**src/rtl/mem_arb_pkg.sv**
```systemverilog
// Shared definitions for the RAM port arbiter: owner state encoding,
// master ids and the lock counter width.
package mem_arb_pkg;

  typedef enum logic [1:0] {
    ARB_IDLE = 2'd0,
    ARB_OWN0 = 2'd1,
    ARB_OWN1 = 2'd2
  } arb_state_t;

  localparam logic MID_M0 = 1'b0;
  localparam logic MID_M1 = 1'b1;

  localparam int unsigned LOCK_CNT_W = 8;

endpackage

```
**src/rtl/mem_arb_lock_timer.sv**
```systemverilog
// Lock timer for master 1. Counts consecutive locked master-1 grants,
// saturating at MAX_LOCK, and reports whether the lock still holds off
// master 0. The count clears when m1_lock drops or ownership leaves OWN1.
module mem_arb_lock_timer
  import mem_arb_pkg::*;
#(
  parameter int unsigned MAX_LOCK = 8
) (
  input  logic clk,
  input  logic nreset,
  input  logic i_m1_gnt,
  input  logic i_m1_lock,
  input  logic i_stay_own1,
  output logic o_lock_ok
);

  localparam logic [LOCK_CNT_W-1:0] MAX_L = LOCK_CNT_W'(MAX_LOCK);

  logic [LOCK_CNT_W-1:0] r_cnt;
  logic [LOCK_CNT_W-1:0] w_cnt_next;

  // Count including the access granted this cycle; the lock is judged on
  // that value so master 1 gets exactly MAX_LOCK locked grants.
  always_comb begin
    w_cnt_next = r_cnt;
    if (!i_m1_lock) begin
      w_cnt_next = '0;
    end else if (i_m1_gnt) begin
      w_cnt_next = (r_cnt >= MAX_L) ? MAX_L : r_cnt + 1'b1;
    end
    o_lock_ok = i_m1_lock && (w_cnt_next < MAX_L);
  end

  // Hold the count only while master 1 keeps the port.
  always_ff @(posedge clk or negedge nreset) begin
    if (!nreset) begin
      r_cnt <= '0;
    end else if (i_stay_own1) begin
      r_cnt <= w_cnt_next;
    end else begin
      r_cnt <= '0;
    end
  end

endmodule

```
**src/rtl/mem_port_arbiter.sv**
```systemverilog
// Arbiter for the single RAM port shared by the CPU control unit (master 0)
// and the boot loader / debug DMA (master 1). Owner FSM, address/data muxes
// and the shared read-return register.
// Optional feature: define MEM_ARB_ROUND_ROBIN_EN for round-robin handover;
// otherwise master 0 has fixed priority.
module mem_port_arbiter
  import mem_arb_pkg::*;
#(
  parameter int unsigned ADDR_W   = 24,
  parameter int unsigned DATA_W   = 32,
  parameter int unsigned MAX_LOCK = 8
) (
  input  logic              clk,
  input  logic              nreset,
  input  logic              m0_req,
  input  logic              m0_we,
  input  logic [ADDR_W-1:0] m0_addr,
  input  logic [DATA_W-1:0] m0_wdata,
  output logic              m0_gnt,
  output logic              m0_rvalid,
  input  logic              m1_req,
  input  logic              m1_we,
  input  logic [ADDR_W-1:0] m1_addr,
  input  logic [DATA_W-1:0] m1_wdata,
  output logic              m1_gnt,
  output logic              m1_rvalid,
  input  logic              m1_lock,
  output logic [DATA_W-1:0] rdata,
  output logic              ram_read,
  output logic              ram_write,
  output logic [ADDR_W-1:0] ram_address,
  output logic [DATA_W-1:0] ram_wdata,
  input  logic [DATA_W-1:0] ram_rdata
);

  arb_state_t        r_state;
  arb_state_t        w_next;
  logic              w_lock_ok;
  logic              r_m0_rvalid;
  logic              r_m1_rvalid;
  logic [DATA_W-1:0] r_rdata;
`ifdef MEM_ARB_ROUND_ROBIN_EN
  logic              r_last;
`endif

  mem_arb_lock_timer #(
    .MAX_LOCK(MAX_LOCK)
  ) u_lock_timer (
    .clk        (clk),
    .nreset     (nreset),
    .i_m1_gnt   (m1_gnt),
    .i_m1_lock  (m1_lock),
    .i_stay_own1(w_next == ARB_OWN1),
    .o_lock_ok  (w_lock_ok)
  );

  // Grants and RAM-side muxing follow the current owner; nothing is driven in IDLE.
  always_comb begin
    m0_gnt      = 1'b0;
    m1_gnt      = 1'b0;
    ram_address = '0;
    ram_wdata   = '0;
    case (r_state)
      ARB_OWN0: begin
        m0_gnt      = m0_req;
        ram_address = m0_addr;
        ram_wdata   = m0_wdata;
      end
      ARB_OWN1: begin
        m1_gnt      = m1_req;
        ram_address = m1_addr;
        ram_wdata   = m1_wdata;
      end
      default: ;
    endcase
    ram_read  = (m0_gnt & ~m0_we) | (m1_gnt & ~m1_we);
    ram_write = (m0_gnt & m0_we) | (m1_gnt & m1_we);
  end

  // Next owner.
  always_comb begin
    w_next = r_state;
    case (r_state)
      ARB_IDLE: begin
`ifdef MEM_ARB_ROUND_ROBIN_EN
        if (m0_req && m1_req) w_next = (r_last == MID_M1) ? ARB_OWN0 : ARB_OWN1;
        else if (m0_req)      w_next = ARB_OWN0;
`else
        if (m0_req)           w_next = ARB_OWN0;
`endif
        else if (m1_req)      w_next = ARB_OWN1;
        else                  w_next = ARB_IDLE;
      end
      ARB_OWN0: begin
`ifdef MEM_ARB_ROUND_ROBIN_EN
        if (m1_req)      w_next = ARB_OWN1;
        else if (m0_req) w_next = ARB_OWN0;
`else
        if (m0_req)      w_next = ARB_OWN0;
        else if (m1_req) w_next = ARB_OWN1;
`endif
        else             w_next = ARB_IDLE;
      end
      ARB_OWN1: begin
        if (m0_req && !w_lock_ok) w_next = ARB_OWN0;
        else if (m1_req)          w_next = ARB_OWN1;
        else if (m0_req)          w_next = ARB_OWN0;
        else                      w_next = ARB_IDLE;
      end
      default: w_next = ARB_IDLE;
    endcase
  end

  // Owner state and read return; reset discards any pending rvalid.
  always_ff @(posedge clk or negedge nreset) begin
    if (!nreset) begin
      r_state     <= ARB_IDLE;
      r_m0_rvalid <= 1'b0;
      r_m1_rvalid <= 1'b0;
      r_rdata     <= '0;
    end else begin
      r_state     <= w_next;
      r_m0_rvalid <= m0_gnt & ~m0_we;
      r_m1_rvalid <= m1_gnt & ~m1_we;
      if (ram_read) r_rdata <= ram_rdata;
    end
  end

`ifdef MEM_ARB_ROUND_ROBIN_EN
  // Remember which master was served last to break ties in IDLE.
  always_ff @(posedge clk or negedge nreset) begin
    if (!nreset)     r_last <= MID_M1;
    else if (m0_gnt) r_last <= MID_M0;
    else if (m1_gnt) r_last <= MID_M1;
  end
`endif

  assign m0_rvalid = r_m0_rvalid;
  assign m1_rvalid = r_m1_rvalid;
  assign rdata     = r_rdata;

endmodule

```
**config.mk**
```make
export PLATFORM = sky130hd
export DESIGN_NAME = mem_port_arbiter
export DESIGN_NICKNAME = d
export VERILOG_FILES = /design/src/rtl/mem_arb_pkg.sv /design/src/rtl/mem_arb_lock_timer.sv /design/src/rtl/mem_port_arbiter.sv
export SDC_FILE = /design/constraint.sdc
export NUM_CORES = 1
export LEC_CHECK = 0
export BUFFER_PORTS_ARGS = -buffer_cell sky130_fd_sc_hd__buf_2
export CORE_ASPECT_RATIO = 0.75
export CORE_MARGIN = 3
export CORE_UTILIZATION = 38
export DETAILED_ROUTE_END_ITERATION = 8
export PLACE_DENSITY_LB_ADDON = 0.25
export SLEW_MARGIN = 10
export SYNTH_ARGS = -nofsm -noshare
export SYNTH_HDL_FRONTEND = slang
export SYNTH_HIERARCHICAL = 1
export SYNTH_SLANG_ARGS = --single-unit
```
**constraint.sdc**
```tcl
create_clock -name clk -period 3.6 [get_ports clk]
set_clock_uncertainty 0.1 [all_clocks]
set_input_delay 0.36 -clock clk [delete_from_list [all_inputs] [get_ports clk]]
set_output_delay 0.36 -clock clk [all_outputs]
set_load 0.02 [all_outputs]
```
==> impl_metrics.py, run 1 <==
metrics = {
    "status": {
        "status": "finished, final reports clean",
    },
    "placed_design": {
        "dp_hpwl_um": 7160,
        "place_congestion": 0.790,
        "numPortBuffers": 244,
    },
    "cts": {
        "clock_insertion_delay_worst_skew_ps": 290,
        "h-tree-depth": 2,
        "post-cts-setup-buffer-count": 0,
        "postCtsHoldBufs": 0,
        "postCtsResizedCells": 0,
        "clock_tree_from_tritoncts": "built",
        "clock_path_buffers": 2,
        "cts_root_buf": "sky130_fd_sc_hd__clkbuf_8",
        "cts.sinks": 44,
        "cts_made_buffers": 5,
        "path_clk_slew_ps": 90,
    },
    "critical_path": {
        "r2r.worst_path.cells": 11,
        "required_time_at_the_endpoint_of_the_critical_path_ps": 3700,
        "critical_path.max_fanout": 12,
        "critical_path.endpoint_type": "flop",
        "critPathLaunchType": "flop",
        "timing.critical_path.arrival_ps": 3120,
        "timing.setup.critical_path_class": "reg2reg",
    },
    "sta": {
        "final.setup.tns_ps": 0,
        "grt_setup_unrepaired": "no",
        "final_setup_violating_endpoints": 0,
        "achievable-frequency_ghz": 0.331,
        "final-hold-violation-count": 0,
        "least_margin_pin_slew_ps": 964,
        "holdWs_ps": 102,
        "timing.final.crit_share_pct": 84.0,
        "worst_slew_margin_relative_to_its_limit_pct": 35.7,
        "drv_slew": 0,
        "min_period_ps": 3030,
    },
    "synthesis": {
        "yosysWarnings": 6,
        "postSynthAreaPerCell_um2": 10.0,
        "synth_largest_area_cell": "sky130_fd_sc_hd__dfrtp_1",
        "netlist-cell-type-count": 35,
        "net_count_after_synthesis": 437,
        "synth-seq-cells": 44,
        "syn-instance-count": 280,
        "synth-seq-area-share_pct": 39.2,
        "synth_area_leaders": "sky130_fd_sc_hd__dfrtp_1 39%, sky130_fd_sc_hd__a22oi_1 15%, sky130_fd_sc_hd__nor2b_1 13%",
        "synth.top_cell.area_share_pct": 39.2,
        "syn_area_mm2": 0.00281,
    },
    "power": {
        "netSwitchingFraction_pct": 40.9,
        "seq_power_share_pct": 32.5,
        "share_clk_of_total_power_pct": 16.2,
        "combinationalPowerShare_pct": 51.3,
        "internal-power_mw": 1.37,
        "leakage_nw": 2.12,
        "power_dens_cells_mw_per_mm2": 555,
        "vdd.ir_drop.worst_mv": 0.473,
        "net-switching-power_uw": 947,
    },
    "grt": {
        "antenna_violations_before_repair": 0,
        "grt_remaining_overflow": 0,
        "grt_max_degree": 60,
        "grt_first_pass_wirelength_um": 13300,
        "grtUsageTotal_pct": 19.3,
        "via_count_of_the_first_global_routing_pass": 2760,
    },
    "layout": {
        "layout.cells.most_common": "sky130_fd_sc_hd__buf_2",
        "multi_input_comb_area_mm2": 0.00156,
        "synthToLayoutAreaGrowth_pct": 48.5,
        "fraction_of_final_layout_cells_with_drive_strength_greater_than_1_pct": 55.5,
        "commonest_non_fill_non_tap_cells_in_the_layout": "244 x sky130_fd_sc_hd__buf_2, 57 x sky130_fd_sc_hd__nor2b_1, 56 x sky130_fd_sc_hd__a22oi_1",
        "insertedDiodeCount": 0,
        "num-nets-final": 668,
        "finalCoreUtilization_pct": 59.7,
        "area.sequential_mm2": 0.00110,
        "count_of_filler_cells_inserted_in_the_layout": 626,
    },
    "die": {
        "num_rows": 26,
        "starting_density_pct": 40.2,
        "dieWidth_um": 105,
        "die_height_um": 80.5,
        "placeableCoreArea_mm2": 0.00699,
        "design.portCount": 245,
        "die_area_mm2": 0.00848,
    },
    "drt": {
        "met2RoutedLength_um": 4500,
        "highest_layer": "met4",
        "route.detailed.drc": 0,
        "drt_pre_antenna_iters": 5,
        "ant_nets": 0,
        "detail_route.wl_per_cell_um": 15.0,
        "met3_length_um": 698,
        "drt_iter0_drc": 126,
        "avgViaCountPerCell": 4.96,
        "routed_via_count": 3024,
        "postRouteWirelength_um": 9130,
        "met1_length_um": 3880,
    },
    "run": {
        "cap_viol_max_count": 0,
    },
    "min_path": {
        "hold_path_class": "in2async",
    },
}
[cell usage after synthesis]
cell                        instances
sky130_fd_sc_hd__a211oi_1           3
sky130_fd_sc_hd__a211o_1            1
sky130_fd_sc_hd__nand2b_1           3
sky130_fd_sc_hd__buf_6              3
sky130_fd_sc_hd__nand4_1            2
sky130_fd_sc_hd__mux2_2            23
sky130_fd_sc_hd__nand2_1           10
sky130_fd_sc_hd__or3_1              3
sky130_fd_sc_hd__a2111oi_2          1
sky130_fd_sc_hd__a21oi_1            3
sky130_fd_sc_hd__mux2i_1            1
sky130_fd_sc_hd__o21ai_0            3
sky130_fd_sc_hd__a22oi_1           56
sky130_fd_sc_hd__dfrtp_1           44
sky130_fd_sc_hd__nor2_1             3
sky130_fd_sc_hd__buf_2              8
sky130_fd_sc_hd__mux2_1             9
sky130_fd_sc_hd__nor3b_1            1
sky130_fd_sc_hd__nor3_1             4
sky130_fd_sc_hd__o21a_1             1
sky130_fd_sc_hd__nand3b_1           1
sky130_fd_sc_hd__o22ai_4            1
sky130_fd_sc_hd__a2bb2oi_1          1
sky130_fd_sc_hd__o32ai_1            1
sky130_fd_sc_hd__a21boi_0           2
sky130_fd_sc_hd__and4bb_2           1
sky130_fd_sc_hd__clkbuf_1          13
sky130_fd_sc_hd__nor2b_1           57
sky130_fd_sc_hd__xnor2_1            1
sky130_fd_sc_hd__and3_1             1
sky130_fd_sc_hd__ha_1               6
sky130_fd_sc_hd__or4_4              1
sky130_fd_sc_hd__inv_1             10
sky130_fd_sc_hd__or4b_1             1
sky130_fd_sc_hd__a22o_1             1
[per-stage QoR]
step / cells / power, mW / setup slack, ps / cell area (um^2)
CTS: 610 / 2.35 / 571 / 4180
floorplan: 280 / 1.53 / 771 / 2810
finish: 610 / 2.32 / 574 / 4180
global placement: 602 / 1.94 / 757 / 4070
global route: 610 / 2.46 / 331 / 4180
detailed placement: 602 / 1.96 / 588 / 4070
[flip-flops by register name, indices dropped and copies added, names as in the netlist]
register / count
m0_rvalid: 1
m1_rvalid: 1
r_state: 2
rdata: 32
u_lock_timer/r_cnt: 8
[final timing paths]
check	end	slack (ps)	startpoint
min in group clk	rdata[3]	170	ram_rdata[3]
worst min register to register	rdata[5]	390	rdata[5]
worst min-delay path	rdata[22]	100	nreset
worst max-delay path	u_lock_timer/r_cnt[6]	570	r_state[0]
worst max register to register	u_lock_timer/r_cnt[6]	570	r_state[0]
max in group asynchronous	rdata[4]	2680	nreset
[per-layer routing]
metal | vias up | GRT usage (%)
met3 | 6 | 6.27
li1 | 1472 | -
met2 | 109 | 31.6
met1 | 1437 | 25.1
met4 | 0 | 4.06
met5 | - | 0
[worst max-delay path, stage by stage, from the launching register on]
cell                        delay, ps
sky130_fd_sc_hd__dfrtp_1          410
sky130_fd_sc_hd__inv_1             90
sky130_fd_sc_hd__ha_2             180
sky130_fd_sc_hd__nand2_1          120
sky130_fd_sc_hd__inv_1            270
sky130_fd_sc_hd__nand4_1          270
sky130_fd_sc_hd__mux2i_1          180
sky130_fd_sc_hd__and4bb_2         330
sky130_fd_sc_hd__nand2_1           70
sky130_fd_sc_hd__a2111oi_2        360
sky130_fd_sc_hd__nand2_1          250
sky130_fd_sc_hd__a211oi_1         290
[power by group through the flow]
stage	clock network, mW	logic, mW	registers, mW
6_report	0.375	1.19	0.753
5_1_grt	0.406	1.27	0.779
4_1_cts	0.387	1.20	0.757
3_5_place_dp	0	1.20	0.765
3_3_place_gp	0	1.18	0.756
2_1_floorplan	0	0.546	0.989
[area by class of cell]
cell class | instances | area share [%]
Multi-Input combinational cell | 202 | 37.2
Timing Repair Buffer | 248 | 30.0
Sequential cell | 44 | 26.4
Tap cell | 98 | 2.94
Clock buffer | 6 | 1.74
Inverter | 10 | 0.899
Clock inverter | 2 | 0.839
[logic make-up after synthesis]
kind of cell    after synthesis  synth area share, %
xor+xnor                      1                0.312
fa+ha+maj                     6                 2.67
flops                        44                 39.2
compound gates               74                 20.1
buf+inv                      34                 5.70
simple gates                 88                 18.9
mux                          33                 13.2
(Power assumes the default switching activity.)
==> run 2, diff against run 1 <==
- ABC_AREA: not set -> 1
- CORE_UTILIZATION: 38 -> 35
- clock period: 3.6 -> 2.76 ns (I/O delays scaled with it)
==> run 2 against run 1 <==
  * Cell count increased by 22%
  * Sequential power rose by 35%
  * Flip-flop and latch count unchanged
  * Fmax is 25% higher
  * Combinational power up 42%
  * Hold slack worse by 87 ps
  * Cell area shrank 1.6%
  * First-iteration DRC count is 69% higher
  * Total power rose by 38%
  * Via count rose by 13%
  * Critical path depth up 9
  * Synthesized area fell by 1.2%
  * Largest power group unchanged
==> impl_metrics.py, run 2 <==
metrics = {
    "drt": {
        "ant_nets": 0,
        "drt_iter0_drc": 213,
        "drt_pre_antenna_iters": 5,
        "avgViaCountPerCell": 4.57,
        "routed_via_count": 3408,
        "postRouteWirelength_um": 9490,
        "detail_route.wl_per_cell_um": 12.7,
        "route.detailed.drc": 0,
    },
    "placed_design": {
        "dp_hpwl_um": 7200,
        "placed_cell_area_mm2": 0.00399,
        "numPortBuffers": 244,
        "place.detailed.instances": 738,
        "place_congestion": 0.818,
        "preCtsSetupSlack_ps": 309,
    },
    "cts": {
        "postCtsHoldBufs": 0,
        "clock_tree_from_tritoncts": "built",
        "cts_made_buffers": 5,
        "clock_path_buffers": 2,
        "postCtsResizedCells": 0,
        "path_clk_slew_ps": 90,
        "post-cts-setup-buffer-count": 0,
        "h-tree-depth": 2,
        "clock_insertion_delay_worst_skew_ps": 290,
        "cts_root_buf": "sky130_fd_sc_hd__clkbuf_8",
        "cts.sinks": 44,
    },
    "sta": {
        "timing.final.crit_share_pct": 87.4,
        "worst_slew_margin_relative_to_its_limit_pct": 37.1,
        "achievable-frequency_ghz": 0.415,
        "least_margin_pin_slew_ps": 944,
        "final_setup_violating_endpoints": 0,
        "final-hold-violation-count": 0,
        "min_period_ps": 2410,
        "final_worst_path_setup_slack_ps": 348,
        "drv_slew": 0,
    },
    "synthesis": {
        "synth_most_common_cell": "sky130_fd_sc_hd__nand2_1",
        "synth_largest_area_cell": "sky130_fd_sc_hd__dfrtp_1",
        "yosysWarnings": 6,
        "synth_area_leaders": "sky130_fd_sc_hd__dfrtp_1 40%, sky130_fd_sc_hd__nand2_1 27%, sky130_fd_sc_hd__a21oi_1 10%",
        "dominantRegCellSynth": "sky130_fd_sc_hd__dfrtp_1",
        "postSynthAreaPerCell_um2": 6.66,
        "synth_enable_flop_cells": 0,
        "synth_async_sr_flop_share_pct": 100,
        "synth-seq-area-share_pct": 39.7,
        "netlist-cell-type-count": 19,
        "commonest_cells_in_the_netlist": "197 x sky130_fd_sc_hd__nand2_1, 56 x sky130_fd_sc_hd__a21oi_1, 44 x sky130_fd_sc_hd__dfrtp_1",
        "syn_area_mm2": 0.00278,
        "syn-instance-count": 417,
        "synth.top_cell.area_share_pct": 39.7,
        "synth-seq-cells": 44,
        "net_count_after_synthesis": 574,
    },
    "critical_path": {
        "required_time_at_the_endpoint_of_the_critical_path_ps": 2890,
        "timing.setup.critical_path_class": "reg2reg",
        "critical_path.max_fanout": 6,
        "rrSetupSlack_ps": 350,
        "critical_path.endpoint_type": "flop",
        "timing.critical_path.arrival_ps": 2550,
        "critPathLaunchType": "flop",
    },
    "power": {
        "seq_power_share_pct": 31.8,
        "power_dens_cells_mw_per_mm2": 779,
        "netSwitchingFraction_pct": 46.2,
        "internal-power_mw": 1.72,
        "vdd.ir_drop.worst_mv": 0.496,
        "share_clk_of_total_power_pct": 15.3,
        "net-switching-power_mw": 1.48,
        "leakage_nw": 2.42,
        "combinationalPowerShare_pct": 52.9,
    },
    "layout": {
        "synthToLayoutAreaGrowth_pct": 48.0,
        "finalCoreUtilization_pct": 54.6,
        "num-nets-final": 801,
        "area.sequential_mm2": 0.00110,
        "commonest_non_fill_non_tap_cells_in_the_layout": "244 x sky130_fd_sc_hd__buf_2, 197 x sky130_fd_sc_hd__nand2_1, 56 x sky130_fd_sc_hd__a21oi_1",
        "multi_input_comb_area_mm2": 0.00144,
        "fraction_of_final_layout_cells_with_drive_strength_greater_than_1_pct": 41.4,
        "largest_reg_flops": 32,
        "count_of_filler_cells_inserted_in_the_layout": 743,
        "final_cells": 746,
        "design_area_mm2": 0.00411,
        "insertedDiodeCount": 0,
        "layout.cells.most_common": "sky130_fd_sc_hd__buf_2",
    },
    "grt": {
        "grt_max_degree": 59,
        "grt_first_pass_wirelength_um": 14900,
        "grtUsageTotal_pct": 20.0,
        "grt_remaining_overflow": 0,
        "antenna_violations_before_repair": 0,
        "via_count_of_the_first_global_routing_pass": 3129,
    },
    "die": {
        "design.portCount": 245,
        "placeableCoreArea_mm2": 0.00753,
        "num_rows": 27,
        "starting_density_pct": 36.9,
        "dieWidth_um": 109,
        "die_height_um": 83.1,
        "die_area_mm2": 0.00905,
    },
    "run": {
        "cap_viol_max_count": 0,
    },
    "status": {
        "status": "finished, final reports clean",
    },
    "min_path": {
        "hold_path_class": "in2async",
    },
}
==> run 2: worst paths after layout <==
| kind | start | endpoint | cells after the start |
|---|---|---|---|
| hold reg to reg | rdata[10] | rdata[10] | 2 |
| min in group clk | ram_rdata[21] | rdata[21] | 3 |
| setup / recovery | r_state[0] | u_lock_timer/r_cnt[0] | 20 |
| max in group asynchronous | nreset | u_lock_timer/r_cnt[7] | 1 |
| hold / removal | nreset | rdata[17] | 1 |
| setup reg to reg | r_state[0] | u_lock_timer/r_cnt[0] | 20 |
==> run 2: stage by stage <==
step | hold slack, ps | power (mW) | setup TNS, ps
finish | 15.0 | 3.20 | 0
global route | 52.2 | 3.45 | -37.1
CTS | 52.7 | 3.24 | 0
detailed placement | 373 | 2.73 | 0
global placement | 369 | 2.70 | 0
floorplan | -120 | 2.13 | 0
==> run 2: cells by family after synthesis <==
kind of cell / Yosys count / share of synthesized area, %
AOI/OAI and AO/OA: 57 / 10.3
adders and majority gates: 6 / 2.70
xor gates and xnor gates: 1 / 0.316
DFF: 44 / 39.7
and+or+nand+nor: 259 / 38.1
buffers and inverters: 50 / 8.92
==> run 2: layout make-up <==
class | instances | area share, %
inverters | 22 | 2.01
clock inverters | 2 | 0.852
multi-input cells | 323 | 35.1
clock buffers | 6 | 1.77
repair buffers | 248 | 30.4
flip-flops and latches | 44 | 26.8
well taps | 101 | 3.07
==> run 2: worst max-delay path: stages (launching register included) <==
cell and delay [ps]:
sky130_fd_sc_hd__dfrtp_1 410, sky130_fd_sc_hd__inv_1 90, sky130_fd_sc_hd__ha_2 180, sky130_fd_sc_hd__nand2_2 60, sky130_fd_sc_hd__inv_2 120, sky130_fd_sc_hd__inv_2 90, sky130_fd_sc_hd__nand3_1 90, sky130_fd_sc_hd__nand2_1 60
sky130_fd_sc_hd__inv_1 50, sky130_fd_sc_hd__nand4_1 80, sky130_fd_sc_hd__nor2_1 120, sky130_fd_sc_hd__nand2_1 70, sky130_fd_sc_hd__inv_1 50, sky130_fd_sc_hd__nand2_1 40, sky130_fd_sc_hd__nand2_1 80, sky130_fd_sc_hd__inv_1 50
sky130_fd_sc_hd__nor2_2 170, sky130_fd_sc_hd__nand2_2 100, sky130_fd_sc_hd__nor3_4 190, sky130_fd_sc_hd__nand2_1 80, sky130_fd_sc_hd__nand2_1 60
==> run 2: power by group through the flow <==
stage / registers, mW / logic (mW) / clock network, mW
4_1_cts: 1.02 / 1.71 / 0.506
5_1_grt: 1.05 / 1.85 / 0.539
2_1_floorplan: 1.32 / 0.817 / 0
3_5_place_dp: 1.02 / 1.71 / 0
6_report: 1.02 / 1.69 / 0.488
3_3_place_gp: 1.03 / 1.68 / 0
==> run 2: routing by layer <==
layer | vias up | GRT usage [%] | part of all wire (%)
met5 | - | 0 | 0
met2 | 140 | 32.0 | 47
met1 | 1484 | 25.8 | 42
li1 | 1763 | - | -
met3 | 21 | 5.91 | 8.6
met4 | 0 | 6.31 | 1.9
==> run 3, diff against run 2 <==
- CTS_CLUSTER_DIAMETER: not set -> 200
- HOLD_SLACK_MARGIN: not set -> 0.08
==> run 3 against run 2 <==
  * Critical path depth unchanged
  * Die area unchanged
  * Worst setup slack improved by 2.2 ps
  * Sequential power about the same
  * Register-to-register slack about the same
  * Fmax about the same
  * Combinational power increased by 3%
==> impl_metrics.py, run 3 (synthesis results as in run 2) <==
metrics = {
    "layout": {
        "area.sequential_mm2": 0.00110,
        "finalCoreUtilization_pct": 58.7,
        "design_area_mm2": 0.00442,
        "synthToLayoutAreaGrowth_pct": 59.4,
        "multi_input_comb_area_mm2": 0.00144,
        "commonest_non_fill_non_tap_cells_in_the_layout": "244 x sky130_fd_sc_hd__buf_2, 197 x sky130_fd_sc_hd__nand2_1, 56 x sky130_fd_sc_hd__a21oi_1",
        "fraction_of_final_layout_cells_with_drive_strength_greater_than_1_pct": 39.4,
        "num-nets-final": 833,
        "final_cells": 778,
        "layout.cells.most_common": "sky130_fd_sc_hd__buf_2",
        "count_of_filler_cells_inserted_in_the_layout": 699,
        "insertedDiodeCount": 0,
        "largest_reg_flops": 32,
    },
    "sta": {
        "drv_slew": 0,
        "final_setup_violating_endpoints": 0,
        "least_margin_pin_slew_ps": 938,
        "final_worst_path_setup_slack_ps": 350,
        "worst_slew_margin_relative_to_its_limit_pct": 37.5,
        "min_period_ps": 2410,
        "final-hold-violation-count": 0,
        "achievable-frequency_ghz": 0.415,
        "timing.final.crit_share_pct": 87.3,
    },
    "drt": {
        "avgViaCountPerCell": 4.60,
        "ant_nets": 0,
        "route.detailed.drc": 0,
        "detail_route.wl_per_cell_um": 12.7,
        "routed_via_count": 3578,
        "postRouteWirelength_um": 9910,
        "drt_pre_antenna_iters": 4,
        "drt_iter0_drc": 197,
    },
    "grt": {
        "grt_max_degree": 59,
        "antenna_violations_before_repair": 0,
        "grtUsageTotal_pct": 21.1,
        "via_count_of_the_first_global_routing_pass": 3299,
        "grt_remaining_overflow": 0,
        "grt_first_pass_wirelength_um": 15700,
    },
    "die": {
        "dieWidth_um": 109,
        "num_rows": 27,
        "die_area_mm2": 0.00905,
        "starting_density_pct": 36.9,
        "design.portCount": 245,
        "placeableCoreArea_mm2": 0.00753,
        "die_height_um": 83.1,
    },
    "placed_design": {
        "dp_hpwl_um": 7200,
        "placed_cell_area_mm2": 0.00399,
        "numPortBuffers": 244,
        "place_congestion": 0.818,
        "place.detailed.instances": 738,
        "preCtsSetupSlack_ps": 309,
    },
    "cts": {
        "h-tree-depth": 2,
        "cts.sinks": 44,
        "path_clk_slew_ps": 80,
        "clock_insertion_delay_worst_skew_ps": 300,
        "cts_root_buf": "sky130_fd_sc_hd__clkbuf_8",
        "clock_tree_from_tritoncts": "built",
        "clock_path_buffers": 2,
        "cts_made_buffers": 5,
    },
    "critical_path": {
        "rrSetupSlack_ps": 350,
        "worstSetupPathDepth": 20,
        "timing.critical_path.slowest_cell_delay_ps": 410,
        "r2r.worst_path.cells": 20,
        "critPathTopFamily": "simple AND/OR/NAND/NOR gates",
        "timing.critical_path.arrival_ps": 2550,
        "slowest_stage": "sky130_fd_sc_hd__dfrtp_1",
        "critPathLaunchType": "flop",
        "critical_path.max_fanout": 6,
        "timing.setup.critical_path_class": "reg2reg",
        "worstPathCellList": "inv_1 > ha_2 > nand2_2 > inv_2 > inv_2 > nand3_1 > nand2_1 > inv_1 > nand4_1 > nor2_1 > nand2_1 > inv_1 > nand2_1 > nand2_1 > inv_1 > nor2_2 > nand2_2 > nor3_2 > nand2_1 > nand2_1",
        "crit_path_frequent_cell": "sky130_fd_sc_hd__nand2_1",
        "critical_path_buf_inv_count": 6,
        "required_time_at_the_endpoint_of_the_critical_path_ps": 2900,
        "critical_path.endpoint_type": "flop",
    },
    "power": {
        "leakage_nw": 2.55,
        "vdd.ir_drop.worst_mv": 0.506,
        "design_power_total_mw": 3.25,
        "power_dens_cells_mw_per_mm2": 734,
    },
    "min_path": {
        "hold_path_class": "in2reg",
        "holdPathStages": 3,
    },
    "run": {
        "cap_viol_max_count": 0,
    },
    "status": {
        "status": "finished, final reports clean",
    },
}
-- run 3: cell types whose count changed in the layout (fill, tap and decap cells not counted), sizes merged --
cell	before	now
dlygate4sd3	0	32
-- run 3: layout make-up --
class	instances	share of cell area (%)
clock inverter	2	0.792
multi-input combinational	323	32.4
inverter	22	1.87
sequential	44	24.9
timing repair buffer	280	35.5
clock buffer	6	1.64
tap	101	2.86
-- run 3: per-stage QoR --
stage | TNS (ps) | hold WS [ps]
3_3_place_gp | 0 | 369
2_1_floorplan | 0 | -120
3_5_place_dp | 0 | 373
5_1_grt | -5.71 | 105
6_report | 0 | 87.0
4_1_cts | 0 | 83.7
-- run 3: worst paths after layout --
check,start,to
max in group asynchronous,nreset,u_lock_timer/r_cnt[6]
worst max-delay path,r_state[0],u_lock_timer/r_cnt[0]
worst min register to register,rdata[1],rdata[1]
worst min-delay path,ram_rdata[5],rdata[5]
min in group asynchronous,nreset,rdata[17]
worst max register to register,r_state[0],u_lock_timer/r_cnt[0]
-- run 3: report_power, final --
group	switching [mW]	internal [mW]	leakage (nW)
registers	0.139	0.886	0.563
clock network	0.219	0.269	0.0552
logic	1.14	0.596	1.93
total	1.50	1.75	2.55
-- run 3: worst register-to-register path, stage by stage, from the launching register on --
cell and delay, ps:
sky130_fd_sc_hd__dfrtp_1 410, sky130_fd_sc_hd__inv_1 90, sky130_fd_sc_hd__ha_2 180, sky130_fd_sc_hd__nand2_2 60, sky130_fd_sc_hd__inv_2 120, sky130_fd_sc_hd__inv_2 80, sky130_fd_sc_hd__nand3_1 90, sky130_fd_sc_hd__nand2_1 60
sky130_fd_sc_hd__inv_1 50, sky130_fd_sc_hd__nand4_1 80, sky130_fd_sc_hd__nor2_1 120, sky130_fd_sc_hd__nand2_1 70, sky130_fd_sc_hd__inv_1 50, sky130_fd_sc_hd__nand2_1 40, sky130_fd_sc_hd__nand2_1 80, sky130_fd_sc_hd__inv_1 50
sky130_fd_sc_hd__nor2_2 170, sky130_fd_sc_hd__nand2_2 80, sky130_fd_sc_hd__nor3_2 210, sky130_fd_sc_hd__nand2_1 80, sky130_fd_sc_hd__nand2_1 70
-- run 3: metal layers --
metal | GRT usage, % | wire (um) | vias to the layer above
li1 | - | - | 1829
met1 | 26.4 | 4020 | 1567
met2 | 35.4 | 4910 | 163
met3 | 5.52 | 822 | 19
met4 | 6.19 | 163 | 0
met5 | 0 | 0 | -
-- run 3: repair_timing --
| action | CTS | global route |
|---|---|---|
| setup endpoints to repair | 0 | 3 |
| hold buffers | 32 | 0 |
| endpoints found under the hold margin | 75 | 0 |
| setup buffers | 0 | 0 |
| resized for setup | 0 | 1 |
